## src/rtl/mycpu_alu_arb.sv

```systemverilog
// mycpu_alu_arb
//   Arbitrates two requesters onto one shared, purely combinational ALU. At most one
//   operation is in flight: IDLE (grant/accept) -> EXEC (drive ALU, capture) -> RESP
//   (hold result until consumed). The opcode is opaque and passed straight through.
//
// Ports
//   clk, resetn         clock, asynchronous active-low reset
//   flush               synchronous abort of the in-flight operation
//   rN_req_*            request channel N (valid/ready, op, a, b), N = 0,1
//   rN_rsp_*            response channel N (valid/ready, data, ovf)
//   alu_A/alu_B/alu_op  operands/opcode to the shared ALU
//   alu_result/overflow combinational ALU outputs
module mycpu_alu_arb #(
  parameter int unsigned DATA_WIDTH = 32
) (
  input  logic                  clk,
  input  logic                  resetn,
  input  logic                  flush,
  input  logic                  r0_req_valid,
  output logic                  r0_req_ready,
  input  logic [3:0]            r0_req_op,
  input  logic [DATA_WIDTH-1:0] r0_req_a,
  input  logic [DATA_WIDTH-1:0] r0_req_b,
  output logic                  r0_rsp_valid,
  input  logic                  r0_rsp_ready,
  output logic [DATA_WIDTH-1:0] r0_rsp_data,
  output logic                  r0_rsp_ovf,
  input  logic                  r1_req_valid,
  output logic                  r1_req_ready,
  input  logic [3:0]            r1_req_op,
  input  logic [DATA_WIDTH-1:0] r1_req_a,
  input  logic [DATA_WIDTH-1:0] r1_req_b,
  output logic                  r1_rsp_valid,
  input  logic                  r1_rsp_ready,
  output logic [DATA_WIDTH-1:0] r1_rsp_data,
  output logic                  r1_rsp_ovf,
  output logic [DATA_WIDTH-1:0] alu_A,
  output logic [DATA_WIDTH-1:0] alu_B,
  output logic [3:0]            alu_op,
  input  logic [DATA_WIDTH-1:0] alu_result,
  input  logic                  alu_overflow
);

  localparam logic [1:0] ST_IDLE = 2'd0;
  localparam logic [1:0] ST_EXEC = 2'd1;
  localparam logic [1:0] ST_RESP = 2'd2;

  logic [1:0]            r_state;
  logic [1:0]            w_state_nxt;
  logic                  r_last_grant;
  logic                  r_id;
  logic [3:0]            r_op;
  logic [DATA_WIDTH-1:0] r_a;
  logic [DATA_WIDTH-1:0] r_b;
  logic [DATA_WIDTH-1:0] r_data;
  logic                  r_ovf;

  logic w_idle;
  logic w_gnt0;
  logic w_gnt1;
  logic w_accept;
  logic w_rsp_hs;

  assign w_idle = (r_state == ST_IDLE);

  // Round-robin: on a tie the requester that was not granted last wins.
  assign w_gnt0 = r0_req_valid & (~r1_req_valid | r_last_grant);
  assign w_gnt1 = r1_req_valid & (~r0_req_valid | ~r_last_grant);

  // flush blocks acceptance, so ready is withheld too; a requester never sees a
  // handshake that the arbiter then ignores.
  assign r0_req_ready = w_idle & ~flush & w_gnt0;
  assign r1_req_ready = w_idle & ~flush & w_gnt1;
  assign w_accept     = r0_req_ready | r1_req_ready;

  assign r0_rsp_valid = (r_state == ST_RESP) & ~r_id;
  assign r1_rsp_valid = (r_state == ST_RESP) & r_id;
  // Only the issuing requester's rsp_ready can complete the response.
  assign w_rsp_hs     = r_id ? (r1_rsp_valid & r1_rsp_ready) : (r0_rsp_valid & r0_rsp_ready);

  assign r0_rsp_data = r_data;
  assign r1_rsp_data = r_data;
  assign r0_rsp_ovf  = r_ovf;
  assign r1_rsp_ovf  = r_ovf;

  // Operand registers only change on acceptance, so the ALU inputs stay quiet
  // outside EXEC.
  assign alu_A  = r_a;
  assign alu_B  = r_b;
  assign alu_op = r_op;

  always_comb begin
    w_state_nxt = r_state;
    if (flush) begin
      w_state_nxt = ST_IDLE;
    end else begin
      case (r_state)
        ST_IDLE: if (w_accept) w_state_nxt = ST_EXEC;
        ST_EXEC: w_state_nxt = ST_RESP;
        ST_RESP: if (w_rsp_hs) w_state_nxt = ST_IDLE;
        default: w_state_nxt = ST_IDLE;
      endcase
    end
  end

  always_ff @(posedge clk or negedge resetn) begin
    if (!resetn) begin
      r_state      <= ST_IDLE;
      r_last_grant <= 1'b1;
      r_id         <= 1'b0;
      r_op         <= '0;
      r_a          <= '0;
      r_b          <= '0;
      r_data       <= '0;
      r_ovf        <= 1'b0;
    end else begin
      r_state <= w_state_nxt;
      if (w_accept) begin
        r_id         <= r1_req_ready;
        r_last_grant <= r1_req_ready;
        r_op         <= r1_req_ready ? r1_req_op : r0_req_op;
        r_a          <= r1_req_ready ? r1_req_a : r0_req_a;
        r_b          <= r1_req_ready ? r1_req_b : r0_req_b;
      end
      if ((r_state == ST_EXEC) && !flush) begin
        r_data <= alu_result;
        r_ovf  <= alu_overflow;
      end
    end
  end

endmodule

```

## config.mk

```make
export PLATFORM = sky130hd
export DESIGN_NAME = mycpu_alu_arb
export DESIGN_NICKNAME = d
export VERILOG_FILES = /design/src/rtl/mycpu_alu_arb.sv
export SDC_FILE = /design/constraint.sdc
export NUM_CORES = 1
export LEC_CHECK = 0
export ABC_AREA = 0
export BUFFER_PORTS_ARGS = -buffer_cell sky130_fd_sc_hd__buf_2
export CAP_MARGIN = 20
export CORE_AREA = 8 8 117 119
export CTS_CLUSTER_DIAMETER = 40
export DETAILED_ROUTE_END_ITERATION = 12
export DIE_AREA = 0 0 125 127
export HOLD_SLACK_MARGIN = 0.06
export PLACE_DENSITY = 0.86
export SLEW_MARGIN = 20
export SYNTH_ARGS = -nofsm -noshare
export SYNTH_HDL_FRONTEND = slang
export SYNTH_SLANG_ARGS = --single-unit
```

## constraint.sdc

```tcl
create_clock -name clk -period 3.6 [get_ports clk]
set_input_delay 0.72 -clock clk [delete_from_list [all_inputs] [get_ports clk]]
set_output_delay 0.72 -clock clk [all_outputs]
set_load 0.01 [all_outputs]
```

# After elaboration in Yosys (flattened, before gate mapping)
# Index checks and enable logic that the tools add are counted.
dict set report op_classes {
  n_eq_ne 4
  n_reduce_logical 4
  n_mux 8
  n_bitwise 17
}
# op n
set ops {}
lappend ops {{two-way mux 32 bit} 2}
lappend ops {{bitwise AND 1 bit} 9}
lappend ops {{two-way mux 2 bit} 3}
lappend ops {{one-hot mux 2 bit (3 select lines)} 1}
lappend ops {{inverter 1 bit} 5}
lappend ops {{two-way mux 4 bit} 1}
lappend ops {{inequality test 3 x 2 -> 1 bit, second input constant} 1}
lappend ops {{inequality test 3 bit, second input constant} 1}
lappend ops {{OR 1 bit} 3}
lappend ops {{equality test 2 x 1 -> 1 bit, second input constant} 1}
lappend ops {{equality test 2 bit, second input constant} 1}
lappend ops {{zero test 2 bit} 1}
lappend ops {{AND reduction 2 bit} 1}
lappend ops {{logical AND 1 bit} 1}
lappend ops {{zero test 1 bit} 1}
lappend ops {{two-way mux 1 bit} 1}
dict set report totals {
  ff_bits 105
  out_inout_bits 138
}

# Longest topological paths before layout
# Gate-level depths: netlist of run 1.
dict set report logic_depth {
  ltp_word 8
  ltp_mapped 7
}

# Least setup slack after synthesis of run 1
# Ideal clock, no wire load.
dict set report synth_timing {
  path_kind {input-to-output}
  from {input flush}
  to {output r1_req_ready}
  path_slack_ns 1.351
  t_arrival_ns 1.529
  cell_stages 4
  cell_sequence {or3_1 buf_2 buf_6 nor2_1}
}
dict set report synth_between {
  elab_chain_cells 3
}
# item line
set synth_rtl {}
lappend synth_rtl {{start: declaration} 18} ;# input logic flush,
lappend synth_rtl {{inverter 1 bit} 73} ;# assign r1_req_ready = w_idle & ~flush & w_gnt1;
lappend synth_rtl {{bitwise AND 1 bit (2 in series)} 73}
lappend synth_rtl {{end: declaration} 29} ;# output logic r1_req_ready,
# Every way passes these cells.

# Final worst setup path of run 1
dict set report layout_timing {
  from {register r_state[0]}
  to {output r1_req_ready}
}
dict set report layout_between {
  elab_chain_cells 3
}
# item line
set layout_rtl {}
lappend layout_rtl {{start: declaration} 48} ;# logic [1:0] r_state;
lappend layout_rtl {{start signal: assignment} 117} ;# r_state <= w_state_nxt;
lappend layout_rtl {{zero test 2 bit} 64} ;# assign w_idle = (r_state == ST_IDLE);
lappend layout_rtl {{bitwise AND 1 bit (2 in series)} 73}
# Every way passes these cells.

==> run_results.csv, run 1 <==
group,metric,value,unit
cells_and_area,multi_input_area,1967,µm²
cells_and_area,fin_util,56.93,%
worst_setup_path,cp-start-kind,"flip-flop",
cells_and_area,fin_nets,938,
synthesis,ys_seq_area_share,51.50,%
timing,tightest_slew,769.5,ps
worst_setup_path,worstPathMaxFanout,6,
worst_setup_path,endpoint_kind,"output pin",
power,p_seq_share,41.8,%
placed_design,hpwl,12960,µm
synthesis,synth_top_family_by_area,"compound AO/OA/AOI/OAI gates",
job,max-cap-violations,0,
placed_design,place_congestion,0.8090,
route,detail-route-antenna-nets,0,
die,io_pins,314,
synthesis,synthMuxAreaShare,7.475,%
run_status,status,"finished, final reports clean",
timing,hold_viol_final,0,
route,dr.pass1.iters,5,
synthesis,synthAdderAreaFrac,0,%
cells_and_area,nFillCells,1036,
timing,tns,0,ps
timing,relSlewSlack,48.70,%
cells_and_area,layout-drive-gt1-share,47.07,%
cells_and_area,syn2layout_area_growth,31.72,%
grt,grt_use_total,22.28,%
placed_design,port_buffers,313,
grt,antenna_found_initial,0,
route,vias,5155,
worst_setup_path,critPathRequiredTime,2880,ps
cts,path_clk_slew,70,ps
route,drtIter0Drc,310,
grt,grt_pass1_vias,5195,
timing,post-route-period-util,68.35,%
cells_and_area,n_antenna_cell,0,
timing,setup_viol,0,
route,wl_per_cell,20.03,µm
power,switching_share,36.26,%
synthesis,synth-seq-cells,105,
synthesis,syn_avg_cell_area,9.855,µm²
power,peakVddDrop,0.2088,mV
worst_setup_path,crit_arrival,1740,ps
route,via_per_inst,5.640,
synthesis,yosysWarnings,0,
power,power_density,605.8,nW/µm²
timing,timing.fmax,406.4,MHz
synthesis,synth_area,5105,µm²
grt,grt_pass1_wl,28410,µm
die,dieHeight,127,µm
timing,rsz0062_at_grt,"false",
grt,grt-ovfl-total,0,
synthesis,synthSimpleGateAreaFrac,8.284,%
cts,insertion_delay,340,ps
power,switching_power,0.001477,W
cts,cts_root_buf,"clkbuf_16",
die,core_area,11810,µm²
cts,postCtsSetupBuffers,0,
synthesis,synth.distinct_cells,30,
power,clockPowerShare,23.4,%
synthesis,synth_cells,518,
cts,ctsHoldBuffers,0,
min_path,min_path_type,"in -> async",
cts,cts_resized,0,
timing,finClkSkew,7.300,ps
route,drt_drc_violations_left,0,
power,combPwrFrac,34.7,%
synthesis,synth_compound_area_share,22.48,%
power,p_int,0.002596,W
synthesis,synth_nets,694,
power,leakage,3.116,nW
die,start_util,43.22,%
cts,cts_sinks,105,
cts,cts_tree,"done",
synthesis,synth_xor_area_share,0,%
cts,htreeDepth,3,
worst_setup_path,critical_path_class,"reg -> out",
route,routed_wl,18310,µm
die,die_w,125,µm
cts,clockBufferDepth,2,
cts,numCtsBuffers,9,
timing,slew_violations,0,
die,rows,40,
die,dieArea,15880,µm²
grt,grt_max_degree,76,
timing,period_minus_slack,2461,ps
cells_and_area,ff_latch_area,2629,µm²
-- area by class of cell --
type / instances / share of cell area [%]
Clock buffer: 11 / 3.759
Clock inverter: 5 / 0.5769
Inverter: 1 / 0.05582
Multi-Input combinational cell: 323 / 29.25
Sequential cell: 105 / 39.10
Tap cell: 147 / 2.735
Timing Repair Buffer: 322 / 24.53
-- power by group through the flow --
| stage | logic [W] | clock network (W) | registers [W] |
|---|---|---|---|
| floorplan | 0.000718 | 0 | 0.00185 |
| global placement | 0.00140 | 0 | 0.00170 |
| detailed placement | 0.00143 | 0 | 0.00172 |
| CTS | 0.00144 | 0.000979 | 0.00170 |
| global route | 0.00154 | 0.00103 | 0.00175 |
| finish | 0.00142 | 0.000954 | 0.00170 |
-- cells in the mapped netlist --
cell      number  area (µm²)
a21bo_2        1       10.01
a21boi_2       1       11.26
a21o_1         2       15.01
a21oi_1       69       345.3
a31oi_1       68       425.4
and2_4         1       8.760
and3b_1        1       8.760
buf_1          2       7.510
buf_2         16       80.08
buf_4         34       255.2
buf_6          5       56.30
clkbuf_1      31       116.4
clkbuf_2       1       5.000
dfrtp_1      104        2603
dfstp_2        1       26.28
inv_1          1       3.750
mux2_1        18       202.7
mux2_2        15       168.9
mux2i_1        1       10.01
nand2b_1       2       12.51
nand3_1       69       345.3
nand3b_1       1       7.510
nor2_1         1       3.750
nor2_2         1       6.260
nor3_2         1       10.01
nor3b_1        1       7.510
o21ai_0       50       250.2
o21ai_1       18       90.09
or2_1          1       6.260
or3_1          1       6.260
-- through the flow --
| step | total power (W) | cells | setup WS (ps) | area, µm² | hold slack [ps] |
|---|---|---|---|---|---|
| finish | 0.004073 | 914 | 1139 | 6724 | 416.1 |
| global route | 0.004317 | 914 | 1028 | 6724 | 465.7 |
| CTS | 0.004121 | 914 | 1105 | 6724 | 440.1 |
| detailed placement | 0.003147 | 898 | 1159 | 6432 | 492.4 |
| global placement | 0.003109 | 898 | 1167 | 6432 | 484.9 |
| floorplan | 0.002566 | 518 | 1351 | 5105 | 424.4 |
-- worst max-delay path, cell delays in order (launching register included) --
cell	delay (ps)
dfrtp_1	460
or3_2	530
nor2_1	230
buf_2	180
-- kinds of logic after synthesis --
logic type,count (synthesis)
buffers and inverters,90
AO/OA/AOI/OAI,209
flip-flops,105
AND/OR/NAND/NOR,80
multiplexers,34
-- metal layers --
layer,routed length (µm),vias up,global-route usage (%),part of all wire [%]
li1,-,2371,-,-
met1,6783,2462,24.12,37
met2,9315,270,38.80,51
met3,1513,52,7.446,8.3
met4,696,0,10.60,3.8
met5,0,-,0,0
-- cell usage in the layout (no fill, tap or decap), drive strengths merged --
cell      netlist  routed
clkinv          0       3
buf            57     322
a21bo           1       1
a21o            2       2
nor3b           1       1
a21oi          69      69
dfstp           1       1
nor3            1       1
a31oi          68      68
a21boi          1       1
or3             1       1
or2             1       1
nand3b          1       1
dfrtp         104     104
nor2            2       2
inv             1       2
mux2i           1       1
o21ai          68      68
mux2           33      33
nand3          69      69
and3b           1       1
clkbuf         32      11
nand2b          2       2
and2            1       1
clkinvlp        0       1
-- path summary, 6_finish.rpt --
path,depth (start not counted),slack [ps],start,end
max in group asynchronous,2,2440,resetn,alu_A[30]
min in group clk,1,500,r0_rsp_data[16],r0_rsp_data[16]
worst max-delay path,3,1140,r_state[0],r1_req_ready
worst min-delay path,1,420,resetn,r0_rsp_data[14]
worst min register to register,1,500,r0_rsp_data[16],r0_rsp_data[16]
worst max register to register,4,1680,r_state[0],alu_B[15]
-- registers in the layout (all words and copies together), names as in the netlist --
| register | cells |
|---|---|
| alu_op | 4 |
| r_last_grant | 1 |
| r0_rsp_data | 32 |
| alu_B | 32 |
| r_id | 1 |
| r0_rsp_ovf | 1 |
| alu_A | 32 |
| r_state | 2 |
Note: power is estimated with default switching activity, not from simulation.
==> inputs of run 2 (changes only) <==
--- a/config.mk
+++ b/config.mk
@@ -8,12 +8,12 @@
 export ABC_AREA = 0
 export BUFFER_PORTS_ARGS = -buffer_cell sky130_fd_sc_hd__buf_2
 export CAP_MARGIN = 20
-export CORE_AREA = 8 8 117 119
+export CORE_AREA = 8 8 118 120
 export CTS_CLUSTER_DIAMETER = 40
 export DETAILED_ROUTE_END_ITERATION = 12
-export DIE_AREA = 0 0 125 127
+export DIE_AREA = 0 0 126 128
 export HOLD_SLACK_MARGIN = 0.06
-export PLACE_DENSITY = 0.86
+export PLACE_DENSITY = 0.84
 export SLEW_MARGIN = 20
 export SYNTH_ARGS = -nofsm -noshare
 export SYNTH_HDL_FRONTEND = slang
==> constraint.sdc (replaced) <==
create_clock -name clk -period 2.41 [get_ports clk]
set_input_delay 0.482 -clock clk [delete_from_list [all_inputs] [get_ports clk]]
set_output_delay 0.482 -clock clk [all_outputs]
set_load 0.01 [all_outputs]
==> run_results.csv, run 2 (synthesis gave the netlist of run 1 again) <==
group,metric,value,unit
timing,timing.fmax,464.4,MHz
min_path,min_path_type,"in -> async",
placed_design,place_area,6491,µm²
timing,period_minus_slack,2153,ps
die,core_area,12210,µm²
timing,tightest_slew,738.7,ps
timing,finClkSkew,5.986,ps
die,dieArea,16130,µm²
grt,grt_max_degree,97,
timing,slew_violations,0,
placed_design,port_buffers,313,
cts,numCtsBuffers,9,
route,drtIter0Drc,394,
route,drt_drc_violations_left,0,
worst_setup_path,critPathRequiredTime,1930,ps
power,peakVddDrop,0.3258,mV
cells_and_area,final_common_cell,"buf_2",
cells_and_area,nFillCells,1111,
timing,tns,0,ps
die,die_w,126,µm
grt,grt-ovfl-total,0,
timing,post-route-period-util,89.35,%
cells_and_area,fin_util,55.57,%
job,max-cap-violations,0,
route,detail-route-antenna-nets,0,
power,power_density,891.6,nW/µm²
cells_and_area,final_cell_area,6785,µm²
cells_and_area,fin_nets,943,
timing,hold_viol_final,0,
timing,rsz0062_at_grt,"false",
worst_setup_path,endpoint_kind,"output pin",
grt,met3_usage,6.864,%
run_status,status,"finished, final reports clean",
route,routed_wl,18080,µm
grt,antenna_found_initial,4,
grt,busiest_layer,"met2",
die,io_pins,314,
cts,cts_tree,"done",
cts,ctsHoldBuffers,0,
cts,htreeDepth,3,
cts,cts_sinks,105,
timing,relSlewSlack,50.76,%
cts,postCtsSetupBuffers,0,
grt,grt_pass1_vias,4979,
placed_design,place_congestion,0.8781,
power,leakage,3.146,nW
grt,met2_usage,35.60,%
grt,grt_util_met1,23.72,%
worst_setup_path,cp-start-kind,"flip-flop",
cells_and_area,layout_common_cells,"buf_2 (312), dfrtp_1 (104), nand3_1 (69), a21oi_1 (69), a31oi_1 (68)",
cts,clockBufferDepth,2,
placed_design,hpwl,13320,µm
cells_and_area,layout-drive-gt1-share,47.28,%
cts,cts_root_buf,"clkbuf_16",
worst_setup_path,crit_arrival,1670,ps
route,dr.pass1.iters,5,
die,dieHeight,128,µm
grt,grt_pass1_wl,27120,µm
cts,cts_resized,0,
timing,setup_viol,0,
die,rows,41,
route,wl_per_cell,19.52,µm
grt,grt_use_total,21.42,%
route,vias,5064,
cts,path_clk_slew,70,ps
timing,holdWs,66.20,ps
worst_setup_path,worstPathMaxFanout,6,
cells_and_area,syn2layout_area_growth,32.92,%
die,start_util,41.81,%
route,via_per_inst,5.469,
cts,insertion_delay,340,ps
worst_setup_path,critical_path_class,"reg -> out",
==> run 2: changes by cell type in the layout (fill, tap and decap cells not counted), sizes merged <==
cell      change
buf           +5
diode         +4
clkbuf        +1
clkinv        +1
clkinvlp      -1
inv           -1
==> run 2: final timing paths <==
path	start	endpoint	slack, ps	cells past startpoint
worst min register to register	r0_rsp_data[18]	r0_rsp_data[18]	500	1
worst min-delay path	resetn	alu_A[19]	70	1
min in group clk	alu_result[21]	r0_rsp_data[21]	350	2
worst max register to register	r_state[0]	alu_B[22]	560	4
max in group asynchronous	resetn	r0_rsp_data[20]	1730	2
worst max-delay path	r_state[0]	r1_req_ready	260	3
==> run 2: layout make-up <==
type	instances	area, µm²	area share, %
Sequential cell	105	2629	38.74
Timing Repair Buffer	327	1699	25.04
Multi-Input combinational cell	323	1972	29.06
Tap cell	150	187.7	2.766
Inverter	1	3.754	0.05532
Clock buffer	12	256.5	3.780
Antenna cell	4	10.01	0.1475
Clock inverter	4	27.53	0.4057
==> run 2: worst max-delay path, cell delays in order (launching register included) <==
cell,delay (ps)
dfrtp_1,450
or3_2,510
nor2_1,190
buf_2,180
==> run 2: routing by layer <==
layer  share of wire (%)  wire, µm
met3                 8.6      1562
met5               0.072        13
met4                 3.8       694
met2                  49      8908
met1                  38      6897
==> run 2: metrics by stage <==
| stage | instances | worst slack [ps] | power (W) |
|---|---|---|---|
| 3_5_place_dp | 906 | 461.5 | 0.004717 |
| 2_1_floorplan | 518 | 637.1 | 0.003832 |
| 5_1_grt | 925 | 178.6 | 0.006383 |
| 3_3_place_gp | 906 | 505.6 | 0.004640 |
| 6_report | 926 | 256.8 | 0.006050 |
| 4_1_cts | 922 | 234.7 | 0.006115 |
==> run 2: power breakdown <==
group	leakage (nW)	internal, W	switching [W]
registers	1.19	0.00224	0.000302
logic	1.82	0.000891	0.00123
clock network	0.143	0.000758	0.000632
total	3.15	0.00389	0.00216
==> inputs of run 3 (changes only) <==
--- a/config.mk
+++ b/config.mk
@@ -13,7 +13,7 @@
 export DETAILED_ROUTE_END_ITERATION = 12
 export DIE_AREA = 0 0 126 128
 export HOLD_SLACK_MARGIN = 0.06
-export PLACE_DENSITY = 0.84
+export PLACE_DENSITY = 0.85
 export SLEW_MARGIN = 20
 export SYNTH_ARGS = -nofsm -noshare
 export SYNTH_HDL_FRONTEND = slang
==> run_results.csv, run 3 (synthesis gave the netlist of run 1 again) <==
group,metric,value,unit
run_status,status,"finished, final reports clean",
timing,layout_setup_ws,240.4,ps
die,dieArea,16130,µm²
timing,tightest_slew,746.2,ps
timing,rsz0062_at_grt,"false",
timing,relSlewSlack,50.25,%
timing,period_minus_slack,2170,ps
placed_design,place_congestion,0.9030,
route,via_per_inst,5.565,
cells_and_area,final_common_cell,"buf_2",
grt,grt_pass1_wl,27130,µm
power,leakage,3.125,nW
cts,cts_resized,0,
cells_and_area,nFillCells,1124,
route,drtIter0Drc,469,
placed_design,dp.cells,902,
route,routed_wl,17970,µm
timing,finClkSkew,4.211,ps
die,rows,41,
worst_setup_path,reg2reg_depth,4,
route,vias,5109,
die,core_area,12210,µm²
worst_setup_path,r2r_setup_slack,500,ps
cells_and_area,layout-drive-gt1-share,46.74,%
timing,post-route-period-util,90.02,%
worst_setup_path,crit_arrival,1690,ps
timing,setup_viol,0,
grt,antenna_found_initial,1,
route,detail-route-antenna-nets,0,
timing,timing.fmax,460.9,MHz
cts,cts_tree,"done",
cts,numCtsBuffers,9,
worst_setup_path,reg2reg_from,"r_state[0]",
job,max-cap-violations,0,
worst_setup_path,path_buf_inv,1,
timing,hold_viol_final,0,
grt,grt-ovfl-total,0,
power,power_density,899.9,nW/µm²
worst_setup_path,critical_path_class,"reg -> out",
die,die_w,126,µm
cts,postCtsSetupBuffers,0,
cells_and_area,n_antenna_cell,0,
timing,slew_violations,0,
placed_design,hpwl,13030,µm
worst_setup_path,worstPathMaxFanout,6,
cts,htreeDepth,3,
cts,insertion_delay,340,ps
worst_setup_path,r2r_end,"alu_B[4]",
worst_setup_path,slowest_delay,510,ps
grt,grt_use_total,21.23,%
worst_setup_path,crit_slowest_cell,"or3_2",
cts,path_clk_slew,70,ps
placed_design,port_buffers,313,
cells_and_area,layout_common_cells,"buf_2 (312), dfrtp_1 (104), nand3_1 (69), a21oi_1 (69), a31oi_1 (68)",
worst_setup_path,path_delay_family,"simple AND/OR/NAND/NOR gates",
min_path,min_path_type,"in -> async",
timing,tns,0,ps
cells_and_area,fin_nets,939,
route,dr.pass1.iters,5,
worst_setup_path,critPathRequiredTime,1930,ps
cts,cts_root_buf,"clkbuf_16",
worst_setup_path,cp-start-kind,"flip-flop",
die,start_util,41.81,%
cells_and_area,ff_latch_area,2629,µm²
route,wl_per_cell,19.57,µm
route,drt_drc_violations_left,0,
worst_setup_path,endpoint_kind,"output pin",
cts,clockBufferDepth,2,
grt,grt_max_degree,127,
placed_design,pre_cts_ws,416.7,ps
die,dieHeight,128,µm
grt,grt_pass1_vias,4922,
cells_and_area,multi_input_area,1972,µm²
cells_and_area,final_cells,918,
die,io_pins,314,
cts,ctsHoldBuffers,0,
worst_setup_path,cp_cell_sequence,"or3_2 -> nor2_1 -> buf_2",
cells_and_area,syn2layout_area_growth,32.75,%
cts,cts_sinks,105,
power,peakVddDrop,0.3507,mV
## run 3: area by class of cell
class	count	area share [%]
sequential	105	38.79
multi-input combinational	323	29.10
timing repair buffer	323	25.00
clock buffer	12	3.490
tap	150	2.770
clock inverter	4	0.7939
inverter	1	0.05539
## run 3: worst max-delay path by stage
stage,slack (ps),start,to,cells past startpoint
after global placement,470,flush,r1_req_ready,4
final,240,r_state[0],r1_req_ready,3
after floorplan,640,flush,r1_req_ready,4
after CTS,210,r_state[0],r1_req_ready,3
after detailed placement,420,flush,alu_B[8],4
after global routing,120,r_state[0],r1_req_ready,3
## run 3: stage by stage
step           hold slack (ps)  cell area [µm²]  util [%]  total power (W)
6_report                 80.44             6777     55.50         0.006098
5_1_grt                  103.9             6777     55.50         0.006462
4_1_cts                  85.63             6777     55.50         0.006170
3_5_place_dp             463.8             6486     53.13         0.004714
3_3_place_gp             464.1             6486     53.13         0.004639
2_1_floorplan            186.4             5105         -         0.003832
## run 3: power breakdown
part	switching (W)	leakage (nW)	internal [W]
sequential	0.000294	1.19	0.00224
clock	0.000644	0.133	0.000809
combinational	0.00122	1.81	0.000892
## run 3: worst reg2reg max path, delay by kind of cell, from the launching register on
family	cells	cell delay [ps]
buffers and inverters	1	330
AOI/OAI and AO/OA	2	460
DFF	1	450
and+or+nand+nor	1	510
## run 3: routing by layer
layer	track usage (%)	vias to the layer above	share of wire (%)
li1	-	2360	-
met1	23.83	2452	37
met2	37.05	268	51
met3	7.155	27	9.0
met4	7.289	2	2.2
met5	0	-	0.045
